**config.mk**
```make
export PLATFORM = sky130hd
export DESIGN_NAME = beta_mem_wb_flat
export DESIGN_NICKNAME = d
export VERILOG_FILES = /design/src/rtl/beta_mem_wb_if.sv /design/src/rtl/beta_mem_wb.sv /design/src/flat_wrapper.sv
export SDC_FILE = /design/constraint.sdc
export NUM_CORES = 1
export LEC_CHECK = 0
export ABC_AREA = 1
export CORE_ASPECT_RATIO = 1.2
export CORE_UTILIZATION = 40
export DETAILED_ROUTE_END_ITERATION = 12
export GPL_ROUTABILITY_DRIVEN = 0
export PLACE_DENSITY = 0.81
export SLEW_MARGIN = 20
export SYNTH_ARGS = -nofsm -noshare
export SYNTH_HDL_FRONTEND = slang
export SYNTH_SLANG_ARGS = --single-unit
```
**constraint.sdc**
```tcl
create_clock -name clk -period 1.5 [get_ports clk]
set_input_delay 0.225 -clock clk [delete_from_list [all_inputs] [get_ports clk]]
set_output_delay 0.225 -clock clk [all_outputs]
set_load 0.01 [all_outputs]
```
**src/rtl/beta_mem_wb_if.sv**
```systemverilog
// Data-memory request/acknowledge bus between the Beta mem stage and data memory.
interface beta_mem_wb_if;
  logic        req;
  logic        we;
  logic [31:0] addr;
  logic [31:0] wdata;
  logic        ack;
  logic [31:0] rdata;

  modport master (output req, we, addr, wdata, input ack, rdata);
  modport slave  (input req, we, addr, wdata, output ack, rdata);
endinterface

```
**src/rtl/beta_mem_wb.sv**
```systemverilog
// Beta pipeline memory-access and write-back stages: data-memory handshake,
// mem/wb IR copies and bypass values, and the register-file write port.
module beta_mem_wb #(
  parameter logic [14:0] BUBBLE_IR = 15'h7C00
) (
  input  logic                 clk,
  input  logic                 rst_n,
  input  logic                 ex_valid,
  input  logic [14:0]          ex_ir,
  input  logic [31:0]          ex_result,
  input  logic                 ex_is_load,
  input  logic                 ex_is_store,
  input  logic                 ex_writes_rc,
  input  logic [31:0]          ex_store_data,
  output logic                 ex_ready,
  beta_mem_wb_if.master        dmem,
  output logic [14:0]          ir_mem,
  output logic [14:0]          ir_wb,
  output logic                 op_ld_or_ldr_mem,
  output logic                 op_ld_or_ldr_wb,
  output logic [31:0]          mem_bypass,
  output logic [31:0]          wb_bypass,
  output logic                 we,
  output logic [4:0]           wa,
  output logic [31:0]          wd
);

  localparam int unsigned XLEN = 32;
  localparam int unsigned IRW  = 15;
  localparam logic [4:0]  R31  = 5'd31;

  typedef enum logic {M_IDLE, M_WAIT} mstate_t;

  mstate_t           state_q, state_d;
  logic              m_valid, m_load, m_store;
  logic [IRW-1:0]    m_ir;
  logic [XLEN-1:0]   m_result, m_sdata;
  logic              w_valid, w_load;
  logic [IRW-1:0]    w_ir;
  logic [XLEN-1:0]   w_data;
  logic              m_access, mem_advance;

  assign m_access = m_valid & (m_load | m_store);

  // Access FSM state register: tracks whether a request is still outstanding.
  always_ff @(posedge clk or negedge rst_n) begin
    if (!rst_n) state_q <= M_IDLE;
    else        state_q <= state_d;
  end

  // Access FSM next state plus memory request and stage-advance decode.
  always_comb begin
    state_d     = state_q;
    mem_advance = 1'b1;
    dmem.req    = 1'b0;
    dmem.we     = m_store;
    dmem.addr   = m_result;
    dmem.wdata  = m_sdata;
    if (m_access) begin
      dmem.req    = 1'b1;
      mem_advance = dmem.ack;
    end
    case (state_q)
      M_IDLE:  if (m_access && !dmem.ack) state_d = M_WAIT;
      M_WAIT:  if (!m_access || dmem.ack) state_d = M_IDLE;
      default: state_d = M_IDLE;
    endcase
  end

  assign ex_ready = mem_advance;

  // Mem-stage capture from execute; holds while an access is waiting for ack.
  always_ff @(posedge clk or negedge rst_n) begin
    if (!rst_n) begin
      m_valid  <= 1'b0;
      m_ir     <= BUBBLE_IR;
      m_result <= '0;
      m_load   <= 1'b0;
      m_store  <= 1'b0;
      m_sdata  <= '0;
    end else if (mem_advance) begin
      if (ex_valid) begin
        m_valid  <= 1'b1;
        // Non-writing ops get Rc=R31 so their Rc field never matches a source.
        m_ir     <= ex_writes_rc ? ex_ir : {R31, ex_ir[9:0]};
        m_result <= ex_result;
        m_load   <= ex_is_load;
        m_store  <= ex_is_store;
        m_sdata  <= ex_store_data;
      end else begin
        m_valid  <= 1'b0;
        m_ir     <= BUBBLE_IR;
        m_load   <= 1'b0;
        m_store  <= 1'b0;
      end
    end
  end

  // Write-back stage: takes the mem instruction when it retires, else a bubble.
  always_ff @(posedge clk or negedge rst_n) begin
    if (!rst_n) begin
      w_valid <= 1'b0;
      w_ir    <= BUBBLE_IR;
      w_load  <= 1'b0;
      w_data  <= '0;
    end else if (mem_advance && m_valid) begin
      w_valid <= 1'b1;
      w_ir    <= m_ir;
      w_load  <= m_load;
      w_data  <= m_load ? dmem.rdata : m_result;
    end else begin
      w_valid <= 1'b0;
      w_ir    <= BUBBLE_IR;
      w_load  <= 1'b0;
    end
  end

  assign ir_mem           = m_ir;
  assign op_ld_or_ldr_mem = m_valid & m_load;
  assign mem_bypass       = m_result;
  assign ir_wb            = w_ir;
  assign op_ld_or_ldr_wb  = w_load;
  assign wb_bypass        = w_data;
  assign wd               = w_data;
  assign wa               = w_ir[14:10];
  assign we               = w_valid && (w_ir[14:10] != R31);

endmodule

```
**src/flat_wrapper.sv**
```systemverilog
// flat-port wrapper written by rule: the top's interface ports become plain ports
module beta_mem_wb_flat 
#(
  parameter logic [14:0] BUBBLE_IR = 15'h7C00
)
  (clk, rst_n, ex_valid, ex_ir, ex_result, ex_is_load, ex_is_store, ex_writes_rc, ex_store_data, ex_ready, ir_mem, ir_wb, op_ld_or_ldr_mem, op_ld_or_ldr_wb, mem_bypass, wb_bypass, we, wa, wd, dmem_req, dmem_we, dmem_addr, dmem_wdata, dmem_ack, dmem_rdata);
  beta_mem_wb_if dmem_i ();
  input  logic clk;
  input  logic rst_n;
  input  logic ex_valid;
  input  logic [14:0] ex_ir;
  input  logic [31:0] ex_result;
  input  logic ex_is_load;
  input  logic ex_is_store;
  input  logic ex_writes_rc;
  input  logic [31:0] ex_store_data;
  output logic ex_ready;
  output logic [14:0] ir_mem;
  output logic [14:0] ir_wb;
  output logic op_ld_or_ldr_mem;
  output logic op_ld_or_ldr_wb;
  output logic [31:0] mem_bypass;
  output logic [31:0] wb_bypass;
  output logic we;
  output logic [4:0] wa;
  output logic [31:0] wd;
  output wire logic [$bits(dmem_i.req)-1:0] dmem_req;
  output wire logic [$bits(dmem_i.we)-1:0] dmem_we;
  output wire logic [$bits(dmem_i.addr)-1:0] dmem_addr;
  output wire logic [$bits(dmem_i.wdata)-1:0] dmem_wdata;
  input wire logic [$bits(dmem_i.ack)-1:0] dmem_ack;
  input wire logic [$bits(dmem_i.rdata)-1:0] dmem_rdata;
  assign dmem_req = dmem_i.req;
  assign dmem_we = dmem_i.we;
  assign dmem_addr = dmem_i.addr;
  assign dmem_wdata = dmem_i.wdata;
  assign dmem_i.ack = dmem_ack;
  assign dmem_i.rdata = dmem_rdata;
  beta_mem_wb #(.BUBBLE_IR(BUBBLE_IR)) u_core (.clk(clk), .rst_n(rst_n), .ex_valid(ex_valid), .ex_ir(ex_ir), .ex_result(ex_result), .ex_is_load(ex_is_load), .ex_is_store(ex_is_store), .ex_writes_rc(ex_writes_rc), .ex_store_data(ex_store_data), .ex_ready(ex_ready), .dmem(dmem_i), .ir_mem(ir_mem), .ir_wb(ir_wb), .op_ld_or_ldr_mem(op_ld_or_ldr_mem), .op_ld_or_ldr_wb(op_ld_or_ldr_wb), .mem_bypass(mem_bypass), .wb_bypass(wb_bypass), .we(we), .wa(wa), .wd(wd));
endmodule
```
==> flow_metrics.tcl, run 1 <==
set metrics [dict create \
    max-vdd-ir-drop_v 0.000687 \
    drt_iter0_markers 396 \
    die-area_sq_um 15800 \
    dp.final_hpwl_mm 13.7 \
    path_max_fanout 3 \
    synth-seq-area-share 0.536 \
    syn_inst 726 \
    violations "setup timing" \
    cts_inserted_buffers 17 \
    hold_class "input port to flop" \
    synthToLayoutAreaGrowth_pct 58.9 \
    hold_viol 0 \
    core_area_sq_um 15000 \
    cts_root_buf "clkbuf_16" \
    worst_slack_ns -0.0362 \
    path_clk_slew_ns 0.06 \
    multi_input_area_sq_um 1910 \
    clockPowerShare 0.329 \
    clock-sinks 131 \
    synth_nets 844 \
    max_freq_ghz 0.651 \
    yosysUniqueCellTypes 19 \
    worstMarginPinSlew_ns 0.431 \
    grt-ovfl-total 0 \
    cts_tree "yes" \
    slew_violations 0 \
    maxCapViolCount 0 \
    drtPass1Iterations 5 \
    dp_cells 1161 \
    final_layout_size_suffix_gt1_frac 0.119 \
    die_y_um 138 \
    instances_no_fill 1225 \
    tns_ns -0.0362 \
    power_frac_comb 0.299 \
    hold_depth 3 \
    sw_frac_of_total 0.310 \
    syn_avg_cell_area_sq_um 8.45 \
    status "finished, violations left" \
    htree_levels 4 \
    critPathKind "flop to output port" \
    power.density_nw_per_um2 1270 \
    netlist.area_leader.share 0.493 \
    nets 1126 \
    finalSetupViolations 1 \
    grt_pass1_vias 5477 \
    cellInternalPower_w 0.00852 \
    synth_seq_cells 131 \
    drc 0 \
    synth_area_sq_um 6140 \
    io_pins 319 \
    fin_skew_ns 0.00742 \
    crit_slowest_cell "dfstp_2" \
    layout_min_cycle_time_ns 1.54 \
    synth_top_cell_by_area "dfrtp_1" \
    required_ns 1.27 \
    port_buffers 318 \
    period_share 1.02 \
    ant_nets 0 \
    yosysWarnings 0 \
    seq_area_sq_um 3300 \
    clk_latency_ns 0.42 \
    synth.area.top_cells "dfrtp_1 49%, nand2_1 15%, nand3_1 10%, buf_4 9.5%, dfstp_2 4.3%" \
    vias_per_cell 4.78 \
    max_stage_delay_ns 0.54 \
    placementRows 49 \
    wl_mm 19.6 \
    critPathCaptureType "output port" \
    vias 5855 \
    detail_route.wl_per_cell_um 16.0 \
    die_w_um 115 \
    r2r_cells 7 \
    antennaDiodeCount 0 \
    power.switching_w 0.00383 \
    fillers 1317 \
    seqPwrFrac 0.372 \
    antenna_found_initial 0 \
    leakage_nw 5.21 \
    cts_buffer_depth 2 \
    cp_cell_sequence "nand3_2 -> o21a_1 -> buf_2" \
    rsz0062_at_grt "yes" \
    start_kind "flop" \
    initial_core_util 0.410 \
    grt_pass1_wl_mm 29.4 \
    grt_max_degree 47 \
    max-slew-margin-rel 0.713 \
    track_usage 0.250 \
    cp_data_arrival_time_ns 1.31 \
]
-- power groups by stage --
stage | clock network, W | logic, W | registers [W]
floorplan | 0 | 0.00168 | 0.00483
global placement | 0 | 0.00397 | 0.00472
detailed placement | 0 | 0.00405 | 0.00473
CTS | 0.00412 | 0.00363 | 0.00461
global route | 0.00427 | 0.00402 | 0.00466
finish | 0.00406 | 0.00369 | 0.00459
-- placed cells by master, fill, tap and decap left out, drive strengths merged, types with 10 or more instances in the layout --
cell type	instances
nand2	254
dlygate4sd2	192
nand3	125
dfrtp	121
clkdlybuf4s50	115
buf	64
inv	45
o21ai	33
clkbuf	24
nor2	12
dfstp	10
-- final cells by class --
cell class	count	share of cell area
clock buffers	23	0.0490
clock inverters	9	0.0106
inverters	45	0.0173
multi-input cells	435	0.196
flip-flops and latches	131	0.338
well taps	204	0.0262
repair buffers	378	0.363
-- final timing paths --
check	end	slack, ns	start
setup / recovery	we	-0.04	u_core.ir_wb[13]
hold / removal	u_core.dmem.wdata[26]	0.18	ex_valid
setup reg to reg	u_core.dmem.addr[7]	0.10	u_core.m_valid
hold reg to reg	u_core.dmem.wdata[31]	0.46	u_core.dmem.wdata[31]
max in group asynchronous	u_core.wb_bypass[7]	0.61	rst_n
min in group asynchronous	u_core.dmem.addr[16]	0.30	rst_n
-- cell usage after synthesis (all sizes together) --
library cell and n:
nand2 254, nand3 125, dfrtp 121, buf 102
inv 45, o21ai 33, clkbuf 13, nor2 12
dfstp 10, nand3b 5, or2 5, o21a 1
-- cells by family after synthesis --
| family | count (synthesis) | share of synthesized area |
|---|---|---|
| simple gates | 401 | 0.279 |
| compound gates | 34 | 0.0288 |
| buf+inv | 160 | 0.156 |
| flops | 131 | 0.536 |
-- what timing repair did --
item	4_1_cts	5_1_grt
resized for setup	219	8
gates cloned	0	1
endpoints found under the setup margin	201	66
hold buffers	1	0
pin swaps	2	2
hold endpoints to repair	30	0
buffers inserted	23	7
-- worst max-delay path: cells and delay by family, from the launching register on --
family | cells | cell delay, ns
simple gates | 1 | 0.07
flops | 1 | 0.54
compound gates | 1 | 0.16
buf+inv | 1 | 0.13
-- per-stage QoR --
| step | setup slack (ns) | instance area (sq um) | util | hold slack [ns] | power, W |
|---|---|---|---|---|---|
| global route | -0.0999 | 9750 | 0.652 | 0.178 | 0.0130 |
| detailed placement | -0.107 | 9140 | 0.611 | 0.181 | 0.00878 |
| global placement | -0.106 | 9140 | 0.611 | 0.178 | 0.00869 |
| finish | -0.0362 | 9750 | 0.652 | 0.175 | 0.0123 |
| CTS | -0.0636 | 9660 | 0.646 | 0.155 | 0.0124 |
| floorplan | 0.211 | 6140 | - | -0.0706 | 0.00651 |
-- per-layer routing --
layer,vias to the layer above,track usage,part of all wire
met5,-,0,0
met4,0,0.119,0.032
met3,46,0.0678,0.070
met2,246,0.421,0.51
met1,2780,0.296,0.39
li1,2783,-,-
-- registers in the layout, indices dropped and copies added (netlist names) --
signal / count
u_core.dmem.we: 1
u_core.dmem.addr: 32
u_core.ir_mem: 15
u_core.dmem.wdata: 32
u_core.w_valid: 1
u_core.m_valid: 1
u_core.wb_bypass: 32
u_core.m_load: 1
u_core.ir_wb: 15
u_core.op_ld_or_ldr_wb: 1
No activity file was read; power rests on OpenSTA's default activity.
==> run 2: changes to the inputs <==
==> constraint.sdc (replaced) <==
create_clock -name clk -period 1.65 [get_ports clk]
set_input_delay 0.2475 -clock clk [delete_from_list [all_inputs] [get_ports clk]]
set_output_delay 0.2475 -clock clk [all_outputs]
set_load 0.01 [all_outputs]
==> run 2 against run 1 <==
  * The run now ends clean
  * Combinational power is 2% lower
  * Global-route usage shrank 0.59 points
  * Die area stayed put
  * Non-clock buffer count decreased by 11
  * Cell area rose by 1.7%
  * Clock power decreased by 5.7%
  * Register-to-register slack improved by 0.10 ns
  * Largest cell class unchanged
==> flow_metrics.tcl, run 2 (synthesis results as in run 1) <==
set metrics [dict create \
    rr_endpoint "u_core.dmem.wdata[11]" \
    final_cell_mix "249 x nand2_1, 215 x clkdlybuf4s50_1, 125 x nand3_1, 114 x dfrtp_1, 58 x dlygate4sd2_1" \
    max_freq_ghz 0.613 \
    clk_latency_ns 0.42 \
    clock-sinks 131 \
    sw_frac_of_total 0.304 \
    seqPwrFrac 0.362 \
    status "finished, final reports clean" \
    die_w_um 115 \
    cp_data_arrival_time_ns 1.38 \
    required_ns 1.40 \
    maxCapViolCount 0 \
    r2r_cells 8 \
    htree_levels 4 \
    path_clk_slew_ns 0.06 \
    drt_iter0_markers 364 \
    r2r-start "u_core.m_valid" \
    worstMarginPinSlew_ns 0.439 \
    die_y_um 138 \
    path_max_fanout 3 \
    slew_violations 0 \
    crit_slowest_cell "clkdlybuf4s50_1" \
    critPathCaptureType "output port" \
    port_buffers 318 \
    core_area_sq_um 15000 \
    final_layout_size_suffix_gt1_frac 0.111 \
    critPathBufInv 1 \
    initial_core_util 0.410 \
    leakage_nw 5.28 \
    max_stage_delay_ns 0.56 \
    power_frac_comb 0.309 \
    antenna_found_initial 0 \
    layout.cells.most_common "nand2_1" \
    power.switching_w 0.00354 \
    drc 0 \
    worst_slack_ns 0.0183 \
    cts_root_buf "clkbuf_16" \
    hold_class "input port to flop" \
    grt_pass1_wl_mm 28.7 \
    dp_cells 1155 \
    vias_per_cell 4.82 \
    detail_route.wl_per_cell_um 16.3 \
    synthToLayoutAreaGrowth_pct 61.7 \
    placementRows 49 \
    finalSetupViolations 0 \
    met2_usage 0.429 \
    antennaDiodeCount 0 \
    critPathKind "flop to output port" \
    cp_cell_sequence "clkdlybuf4s50_1" \
    r2r_slack_ns 0.20 \
    period_share 0.989 \
    vias 5851 \
    instances_no_fill 1214 \
    cp-endpoint "mem_bypass[14]" \
    nets 1115 \
    fin_skew_ns 0.00708 \
    top_usage_layer "met2" \
    power.density_nw_per_um2 1170 \
    drtPass1Iterations 5 \
    grt_use_met3 0.0568 \
    cellInternalPower_w 0.00811 \
    max-vdd-ir-drop_v 0.000648 \
    ant_nets 0 \
    cts_inserted_buffers 17 \
    layout_min_cycle_time_ns 1.63 \
    grt-ovfl-total 0 \
    use_met1 0.279 \
    grt_pass1_vias 5379 \
    die-area_sq_um 15800 \
    max-slew-margin-rel 0.707 \
    cts_tree "yes" \
    dp.final_hpwl_mm 13.8 \
    track_usage 0.244 \
    rsz0062_at_grt "yes" \
    cp.depth 1 \
    whs_ns 0.205 \
    io_pins 319 \
    start_kind "flop" \
    cpLargestDelayFamily "buffers and inverters" \
    grt_max_degree 46 \
    critPathLaunch "u_core.dmem.addr[14]" \
    wl_mm 19.8 \
    clockPowerShare 0.329 \
    cts_buffer_depth 2 \
    dp_slack_ns -0.0293 \
    hold_viol 0 \
]
==> run 2: changes by cell type in the layout (fill, tap and decap cells not counted), sizes merged, moves of 4 or more <==
cell,before,now
clkdlybuf4s50,115,215
dlygate4sd2,192,58
clkbuf,24,19
clkdlybuf4s15,5,1
dlymetal6s2s,0,40
buf,64,52
==> run 2: worst reg2reg max path, cell delays in order, from the launching register on <==
cell and delay [ns]:
dfrtp_2 0.45, nand2_2 0.11, nand2_4 0.09, nand2_4 0.08, buf_4 0.15, nand2_2 0.10, buf_12 0.20, nand2_1 0.09
nand2_1 0.05
==> run 2: how the worst min path moves through the flow <==
stage,cells after the start,start,endpoint,slack [ns]
floorplan,0,rst_n,u_core.dmem.addr[0],-0.05
detailed placement,1,rst_n,u_core.dmem.addr[16],0.19
global route,3,ex_valid,u_core.dmem.wdata[30],0.21
CTS,3,ex_valid,u_core.dmem.wdata[23],0.19
global placement,1,rst_n,u_core.dmem.addr[16],0.19
finish,3,ex_valid,u_core.dmem.wdata[24],0.21
==> run 2: per-layer routing <==
layer | share of wire | up-vias
li1 | - | 2751
met4 | 0.032 | 0
met1 | 0.38 | 2814
met5 | 0 | -
met3 | 0.057 | 43
met2 | 0.53 | 243
==> run 2: stage by stage <==
| step | total power [W] | setup TNS, ns | utilization | cell area, sq um |
|---|---|---|---|---|
| floorplan | 0.00592 | 0 | - | 6140 |
| global placement | 0.00787 | -0.00299 | 0.607 | 9080 |
| detailed placement | 0.00796 | -0.0293 | 0.607 | 9080 |
| CTS | 0.0118 | 0 | 0.652 | 9750 |
| global route | 0.0122 | -0.00140 | 0.663 | 9920 |
| finish | 0.0117 | 0 | 0.663 | 9920 |
==> run 2: timing repair <==
action                     4_1_cts  5_1_grt
setup endpoints to repair       88       50
pin swaps                        0        2
resized for setup               75       41
hold buffers                     1        0
buffers inserted                16       10
hold endpoints to repair        36        0
==> run 2: area by class of cell <==
| class | count | area, sq um |
|---|---|---|
| Multi-Input combinational cell | 435 | 1900 |
| Fill cell | 1242 | 5040 |
| Timing Repair Buffer | 367 | 3690 |
| Sequential cell | 131 | 3300 |
| Tap cell | 204 | 255 |
| Inverter | 45 | 169 |
| Clock inverter | 13 | 159 |
| Clock buffer | 19 | 443 |
==> run 2: power by group through the flow <==
| stage | clock network, W | registers, W | logic (W) |
|---|---|---|---|
| after global placement | 0 | 0.00429 | 0.00357 |
| after floorplan | 0 | 0.00439 | 0.00153 |
| after detailed placement | 0 | 0.00431 | 0.00365 |
| final | 0.00383 | 0.00422 | 0.00360 |
| after CTS | 0.00390 | 0.00425 | 0.00361 |
| after global routing | 0.00403 | 0.00428 | 0.00388 |
==> run 3: changes to the inputs <==
--- a/config.mk
+++ b/config.mk
@@ -8,6 +8,7 @@
 export ABC_AREA = 1
 export CORE_ASPECT_RATIO = 1.2
 export CORE_UTILIZATION = 40
+export CTS_CLUSTER_DIAMETER = 100
 export DETAILED_ROUTE_END_ITERATION = 12
 export GPL_ROUTABILITY_DRIVEN = 0
 export PLACE_DENSITY = 0.81
==> results of run 3 <==
Final layout, timing and power as in run 2 (identical DEF).
